### src/rtl/capture_sequencer_if.sv
`default_nettype none
// ============================================================================
//  Module   : capture_sequencer_if
//  Purpose  : Streaming word bus (valid / last / 32-bit data) with no
//             backpressure. Carries the ADC input stream into the sequencer
//             and the gated stream out to the writer.
//  Modports : master - drives tvalid, tlast, tdata
//             slave  - observes tvalid, tlast, tdata
//  Revision : 1.0 - initial release
// ============================================================================
interface capture_sequencer_if;
   logic        tvalid;
   logic        tlast;
   logic [31:0] tdata;

   modport master (output tvalid, output tlast, output tdata);
   modport slave  (input  tvalid, input  tlast, input  tdata);
endinterface
`default_nettype wire

### src/rtl/capture_sequencer.sv
`default_nettype none
// ============================================================================
//  Module   : capture_sequencer
//  Purpose  : Sequences ADC burst captures. A start command clears the ADC
//             for two cycles, then opens a capture window that forwards the
//             ADC stream to the writer. Each tlast closes a burst; bursts are
//             separated by a programmable hold-off gap. Runs end on the
//             configured burst count, on an idle-word timeout, or on abort.
//  Ports    : aclk, areset          - clock, synchronous active-high reset
//             cfg_start, cfg_abort  - single-cycle command pulses
//             cfg_bursts            - bursts per run (0 = until abort)
//             cfg_holdoff           - gap cycles between bursts (min 1)
//             cfg_timeout           - idle-word timeout cycles (0 = off)
//             cfg_limiter           - burst length exponent, latched on start
//             adc_limiter, adc_nreset_trigger, adc_nreset_max_sum - ADC ctl
//             s_axis (slave)        - ADC stream in
//             m_axis (master)       - gated stream out, 1-cycle latency
//             busy, done, timed_out, bursts_done, words_done - status
//  Options  : CAPTURE_SEQ_MAXSUM_CLR_EN - when defined, adc_nreset_max_sum is
//             pulled low during the two CLEAR cycles of a run start;
//             otherwise it is held at 1.
//  Revision : 1.0 - initial release
// ============================================================================
module capture_sequencer #(
   parameter int CNT_WIDTH = 32
) (
   input  logic                 aclk,
   input  logic                 areset,
   input  logic                 cfg_start,
   input  logic                 cfg_abort,
   input  logic [15:0]          cfg_bursts,
   input  logic [CNT_WIDTH-1:0] cfg_holdoff,
   input  logic [CNT_WIDTH-1:0] cfg_timeout,
   input  logic [7:0]           cfg_limiter,
   output logic [7:0]           adc_limiter,
   output logic                 adc_nreset_trigger,
   output logic                 adc_nreset_max_sum,
   capture_sequencer_if.slave   s_axis,
   capture_sequencer_if.master  m_axis,
   output logic                 busy,
   output logic                 done,
   output logic                 timed_out,
   output logic [15:0]          bursts_done,
   output logic [CNT_WIDTH-1:0] words_done
);

   typedef enum logic [2:0] {
      S_IDLE    = 3'd0,
      S_CLEAR   = 3'd1,
      S_CAPTURE = 3'd2,
      S_HOLDOFF = 3'd3,
      S_DONE    = 3'd4
   } state_t;

   state_t               r_state;
   state_t               w_state_nxt;
   logic                 r_clr_cnt;
   logic [CNT_WIDTH-1:0] r_hold_cnt;
   logic [CNT_WIDTH-1:0] r_to_cnt;

   logic                 w_accept;
   logic                 w_tlast_acc;
   logic [15:0]          w_bursts_inc;
   logic                 w_last_burst;
   logic [CNT_WIDTH-1:0] w_to_inc;
   logic                 w_timeout;
   logic [CNT_WIDTH-1:0] w_hold_inc;
   logic                 w_hold_end;
   logic                 w_start_ok;
   logic                 w_set_to;

   // Words are only ever taken while the capture window is open.
   assign w_accept    = (r_state == S_CAPTURE) && s_axis.tvalid;
   assign w_tlast_acc = w_accept && s_axis.tlast;

   // Saturate so an endless run (cfg_bursts = 0) never wraps back to 0.
   assign w_bursts_inc = (bursts_done == 16'hFFFF) ? bursts_done : bursts_done + 16'd1;
   assign w_last_burst = (cfg_bursts != 16'd0) && (w_bursts_inc == cfg_bursts);

   // An accepted word restarts the idle count, so it can never time out in
   // the same cycle; a tlast at expiry therefore closes the burst normally.
   assign w_to_inc  = r_to_cnt + 1'b1;
   assign w_timeout = (cfg_timeout != '0) && !w_accept && (w_to_inc == cfg_timeout);

   // ">=" makes a hold-off of 0 behave like 1.
   assign w_hold_inc = r_hold_cnt + 1'b1;
   assign w_hold_end = (w_hold_inc >= cfg_holdoff);

   // Abort has no effect in IDLE, so start is honoured there even alongside it.
   assign w_start_ok = cfg_start &&
                       ((r_state == S_IDLE) || ((r_state == S_DONE) && !cfg_abort));

   // ---------------------------------------------------------------- FSM ---
   always_ff @(posedge aclk) begin
      if (areset) r_state <= S_IDLE;
      else        r_state <= w_state_nxt;
   end

   always_comb begin
      w_state_nxt = r_state;
      w_set_to    = 1'b0;
      case (r_state)
         S_IDLE:    if (w_start_ok) w_state_nxt = S_CLEAR;
         S_CLEAR:   if (r_clr_cnt)  w_state_nxt = S_CAPTURE;
         S_CAPTURE: begin
            if (w_tlast_acc) begin
               w_state_nxt = w_last_burst ? S_DONE : S_HOLDOFF;
            end else if (w_timeout) begin
               w_state_nxt = S_DONE;
               w_set_to    = 1'b1;
            end
         end
         S_HOLDOFF: if (w_hold_end) w_state_nxt = S_CAPTURE;
         S_DONE:    if (w_start_ok) w_state_nxt = S_CLEAR;
         default:   w_state_nxt = S_IDLE;
      endcase
      if (cfg_abort && (r_state != S_IDLE)) begin
         w_state_nxt = S_DONE;
         w_set_to    = 1'b0;
      end
   end

   // ----------------------------------------------------------- datapath ---
   always_ff @(posedge aclk) begin
      if (areset) begin
         r_clr_cnt     <= 1'b0;
         r_hold_cnt    <= '0;
         r_to_cnt      <= '0;
         m_axis.tvalid <= 1'b0;
         m_axis.tlast  <= 1'b0;
         m_axis.tdata  <= 32'd0;
         adc_limiter   <= 8'd0;
         bursts_done   <= 16'd0;
         words_done    <= '0;
         done          <= 1'b0;
         timed_out     <= 1'b0;
      end else begin
         r_clr_cnt  <= (r_state == S_CLEAR) && !r_clr_cnt;
         r_hold_cnt <= (r_state == S_HOLDOFF) ? w_hold_inc : '0;
         r_to_cnt   <= ((r_state == S_CAPTURE) && !w_accept) ? w_to_inc : '0;

         m_axis.tvalid <= w_accept;
         m_axis.tlast  <= w_tlast_acc;
         if (w_accept) m_axis.tdata <= s_axis.tdata;

         if (w_start_ok) begin
            adc_limiter <= cfg_limiter;
            bursts_done <= 16'd0;
            words_done  <= '0;
            done        <= 1'b0;
            timed_out   <= 1'b0;
         end else begin
            if (w_accept)               words_done  <= words_done + 1'b1;
            if (w_tlast_acc)            bursts_done <= w_bursts_inc;
            if (w_state_nxt == S_DONE)  done        <= 1'b1;
            if (w_set_to)               timed_out   <= 1'b1;
         end
      end
   end

   // ------------------------------------------------------------ outputs ---
   assign busy               = (r_state == S_CLEAR) || (r_state == S_CAPTURE) ||
                               (r_state == S_HOLDOFF);
   assign adc_nreset_trigger = (r_state == S_CAPTURE);

`ifdef CAPTURE_SEQ_MAXSUM_CLR_EN
   // CLEAR is only reachable from a start command, so this covers the run
   // start and never the resume after a hold-off.
   assign adc_nreset_max_sum = (r_state != S_CLEAR);
`else
   assign adc_nreset_max_sum = 1'b1;
`endif

endmodule
`default_nettype wire

### src/flat_wrapper.sv
// flat-port wrapper written by rule: the top's interface ports become plain ports
module capture_sequencer_flat 
#(
   parameter int CNT_WIDTH = 32
)
  (aclk, areset, cfg_start, cfg_abort, cfg_bursts, cfg_holdoff, cfg_timeout, cfg_limiter, adc_limiter, adc_nreset_trigger, adc_nreset_max_sum, busy, done, timed_out, bursts_done, words_done, s_axis_tvalid, s_axis_tlast, s_axis_tdata, m_axis_tvalid, m_axis_tlast, m_axis_tdata);
  capture_sequencer_if s_axis_i ();
  capture_sequencer_if m_axis_i ();
  input  logic aclk;
  input  logic areset;
  input  logic cfg_start;
  input  logic cfg_abort;
  input  logic [15:0] cfg_bursts;
  input  logic [CNT_WIDTH-1:0] cfg_holdoff;
  input  logic [CNT_WIDTH-1:0] cfg_timeout;
  input  logic [7:0] cfg_limiter;
  output logic [7:0] adc_limiter;
  output logic adc_nreset_trigger;
  output logic adc_nreset_max_sum;
  output logic busy;
  output logic done;
  output logic timed_out;
  output logic [15:0] bursts_done;
  output logic [CNT_WIDTH-1:0] words_done;
  input wire logic [$bits(s_axis_i.tvalid)-1:0] s_axis_tvalid;
  input wire logic [$bits(s_axis_i.tlast)-1:0] s_axis_tlast;
  input wire logic [$bits(s_axis_i.tdata)-1:0] s_axis_tdata;
  output wire logic [$bits(m_axis_i.tvalid)-1:0] m_axis_tvalid;
  output wire logic [$bits(m_axis_i.tlast)-1:0] m_axis_tlast;
  output wire logic [$bits(m_axis_i.tdata)-1:0] m_axis_tdata;
  assign s_axis_i.tvalid = s_axis_tvalid;
  assign s_axis_i.tlast = s_axis_tlast;
  assign s_axis_i.tdata = s_axis_tdata;
  assign m_axis_tvalid = m_axis_i.tvalid;
  assign m_axis_tlast = m_axis_i.tlast;
  assign m_axis_tdata = m_axis_i.tdata;
  capture_sequencer #(.CNT_WIDTH(CNT_WIDTH)) u_core (.aclk(aclk), .areset(areset), .cfg_start(cfg_start), .cfg_abort(cfg_abort), .cfg_bursts(cfg_bursts), .cfg_holdoff(cfg_holdoff), .cfg_timeout(cfg_timeout), .cfg_limiter(cfg_limiter), .adc_limiter(adc_limiter), .adc_nreset_trigger(adc_nreset_trigger), .adc_nreset_max_sum(adc_nreset_max_sum), .s_axis(s_axis_i), .m_axis(m_axis_i), .busy(busy), .done(done), .timed_out(timed_out), .bursts_done(bursts_done), .words_done(words_done));
endmodule
### config.mk
export PLATFORM = sky130hd
export DESIGN_NAME = capture_sequencer_flat
export DESIGN_NICKNAME = d
export VERILOG_FILES = /design/src/rtl/capture_sequencer_if.sv /design/src/rtl/capture_sequencer.sv /design/src/flat_wrapper.sv
export SDC_FILE = /design/constraint.sdc
export NUM_CORES = 1
export LEC_CHECK = 0
export ABC_AREA = 1
export CORE_MARGIN = 2
export CORE_UTILIZATION = 55
export CTS_CLUSTER_DIAMETER = 200
export CTS_CLUSTER_SIZE = 30
export DETAILED_ROUTE_END_ITERATION = 10
export GPL_TIMING_DRIVEN = 0
export PLACE_DENSITY = 0.86
export SLEW_MARGIN = 20
export SYNTH_ARGS = -nofsm -noshare
export SYNTH_HDL_FRONTEND = slang
export SYNTH_SLANG_ARGS = --single-unit
### constraint.sdc
create_clock -name aclk -period 5.6 [get_ports aclk]
set_clock_uncertainty 0.2 [all_clocks]
set_input_delay 1.12 -clock aclk [delete_from_list [all_inputs] [get_ports aclk]]
set_output_delay 1.12 -clock aclk [all_outputs]
set_load 0.02 [all_outputs]
==> flow_summary.yaml <==
clocking:
  clk_latency_ns: 0.43
  clk_pin_slew_ns: 0.07
  ctsResizeCount: 0
  cts_setup_buffers: 0
  cts_tree: "built"
  cts_root_buffer: "clkbuf_16"
  clockBufferDepth: 2
  htree_levels: 4
  cts.sinks: 160
  cts_buffers: 17
  ctsHoldBuffers: 0
synth:
  syn_area_per_cell_sq_um: 6.35
  yosys_warnings: 0
  synth-seq-area-share_pct: 33.0
  yosysUniqueCellTypes: 41
  synth_flop_cell: "dfxtp_1"
  syn_inst: 1527
  syn_area_sq_um: 9700
  synthesis.nets: 1689
  synth_edf_count: 0
  synth_seq_cells: 160
  async_reset_ff_share_pct: 0
setup_path:
  cpMostUsedCell: "nand2_1"
  critPathKind: "flip-flop to flip-flop"
  end_kind: "flip-flop"
  worstPathArrival_ns: 4.79
  worst-path-buf-inv: 3
  worstPathMaxFanout: 6
  start_kind: "flip-flop"
  cpLargestDelayFamily: "simple AND/OR/NAND/NOR gates"
  cp_slowest_cell: "nor4_1"
  slowest_delay_ns: 0.55
  worstPathRequired_ns: 5.71
floorplan:
  io_pins: 221
  start_util_pct: 56.1
  core-area_sq_um: 17300
  dieArea_sq_um: 18700
  fp.dieW_microns: 137
  rows: 48
  die_y_microns: 137
place:
  place_ws_ns: 1.01
  finalWeightedCongestion: 0.952
  portBuffers: 219
  hpwl_microns: 21900
drt:
  wl_per_cell_microns: 14.1
  routed_via_density: 5.25
  routed_wl_microns: 28300
  drc: 0
  num_vias: 10518
  initialDrtViolationCount: 748
  dr.pass1.iters: 5
  ant_nets: 0
power:
  peakVddDrop_mv: 0.227
  p_per_area_nw_per_um2: 200
  p_leak_nw: 5.42
  totalPowerFinal_w: 0.00254
sta:
  hold_viol: 0
  timing.final.ws_setup_ns: 0.919
  timing.final.crit_period_ns: 4.68
  maxSlewHeadroom_pct: 52.2
  setup_viol: 0
  tightestPinTransition_ns: 0.710
  clock.fmax_ghz: 0.214
  rsz0062_at_grt: "false"
  finalSetupTns_ns: 0
  fin_hold_ws_ns: 0.279
  period_share_pct: 83.6
  drv_slew: 0
cells_and_area:
  area_delta_synth_final_pct: 31.3
  nets: 1927
  drive_gt1_share_pct: 4.50
  diodes: 0
global_route:
  grt.overflow.total: 0
  globalRouteMet3Util_pct: 7.07
  grt_pass1_vias: 10077
  grt_usage_pct: 30.8
  antenna_found_initial: 0
  grtUsageMet1_pct: 35.6
  grt_start_max_net_pins: 17
  met2_usage_pct: 55.2
  grt-busiest-layer: "met2"
  grt_pass1_wl_microns: 46000
status:
  status: "completed"
job:
  max_cap_violations: 0
worst_hold_path:
  hold_path_class: "flip-flop to flip-flop"
## placed cells by master (no fill, tap or decap), types with 30 or more instances in the layout
master,count
clkdlybuf4s50_1,219
nor3_1,30
ha_1,36
inv_1,224
xor2_1,37
nor2_1,301
dfxtp_1,160
nand3_1,90
o21ai_0,74
a21oi_1,46
nand2_1,361
## worst register-to-register path: cells and delay by family, from the launching register on
kind                       cells  cell delay (ns)
AOI/OAI and AO/OA              1             0.18
adders and majority gates      2             0.47
and+or+nand+nor               22             3.10
buffers and inverters          3             0.19
DFF                            1             0.44
## report_power, final
group / switching, W / internal (W) / leakage, nW
registers: 0.00000863 / 0.00115 / 1.29
logic: 0.000126 / 0.000138 / 3.86
clock network: 0.000524 / 0.000595 / 0.272
total: 0.000658 / 0.00188 / 5.42
## synthesized netlist by cell type (5+ instances only)
cell type,count,area (sq um)
a21oi_1,46,230
nand4_1,21,131
xnor2_1,13,114
nor3_2,6,60.1
o211ai_1,5,37.5
clkbuf_1,23,86.3
ha_1,36,450
nand2_1,361,1360
inv_1,224,841
nor3_1,30,150
inv_2,8,30.0
nand3_1,90,450
nor2_1,301,1130
nand3b_1,13,97.6
xor2_1,37,324
nor4_1,16,100
dfxtp_1,160,3200
nor2_2,14,87.6
o21ai_0,74,370
nor2_4,6,67.6
## metal layers
metal	vias up	wire length, microns
met5	-	0
met2	408	13800
li1	5281	-
met4	0	832
met3	73	2140
met1	4756	11500
## cell type report
type	count	area [sq um]
inverters	235	882
plain buffers	28	111
clock inverters	14	119
well taps	225	282
fillers	1418	4570
flip-flops and latches	160	3200
clock buffers	18	439
multi-input cells	1104	5500
repair buffers	219	2190
## worst paths after layout
check	start	to	slack [ns]	cells after the start
setup / recovery	u_core.r_hold_cnt[0]$_SDFF_PP0_	u_core.r_state[0]$_SDFF_PP0_	0.92	28
hold reg to reg	u_core.timed_out$_SDFFE_PP0P_	u_core.timed_out$_SDFFE_PP0P_	0.28	2
hold / removal	u_core.timed_out$_SDFFE_PP0P_	u_core.timed_out$_SDFFE_PP0P_	0.28	2
setup reg to reg	u_core.r_hold_cnt[0]$_SDFF_PP0_	u_core.r_state[0]$_SDFF_PP0_	0.92	28
## registers in the layout, summed over array words and instances (netlist names)
name	cells
u_core.m_axis.tvalid	1
u_core.adc_limiter	8
u_core.r_hold_cnt	32
u_core.done	1
u_core.words_done	32
u_core.timed_out	1
u_core.m_axis.tlast	1
u_core.r_clr_cnt	1
u_core.m_axis.tdata	32
u_core.bursts_done	16
u_core.r_state	3
u_core.r_to_cnt	32
## logic make-up (layout without fill, tap and decap cells)
family	Yosys count	count (layout)	synth area share, %
simple gates	877	877	38.9
flops	160	160	33.0
other cells	1	1	0.0387
fa+ha+maj	36	36	4.64
xor+xnor	56	56	5.93
compound gates	134	134	7.17
buf+inv	263	514	10.2
## per-stage QoR
stage	area (sq um)	utilization, %	cells
5_1_grt	12700	73.6	2003
6_report	12700	73.6	2003
3_3_place_gp	12200	70.4	1971
3_5_place_dp	12200	70.4	1971
2_1_floorplan	9700	-	1527
4_1_cts	12700	73.6	2003
No activity file was read; power rests on OpenSTA's default activity.
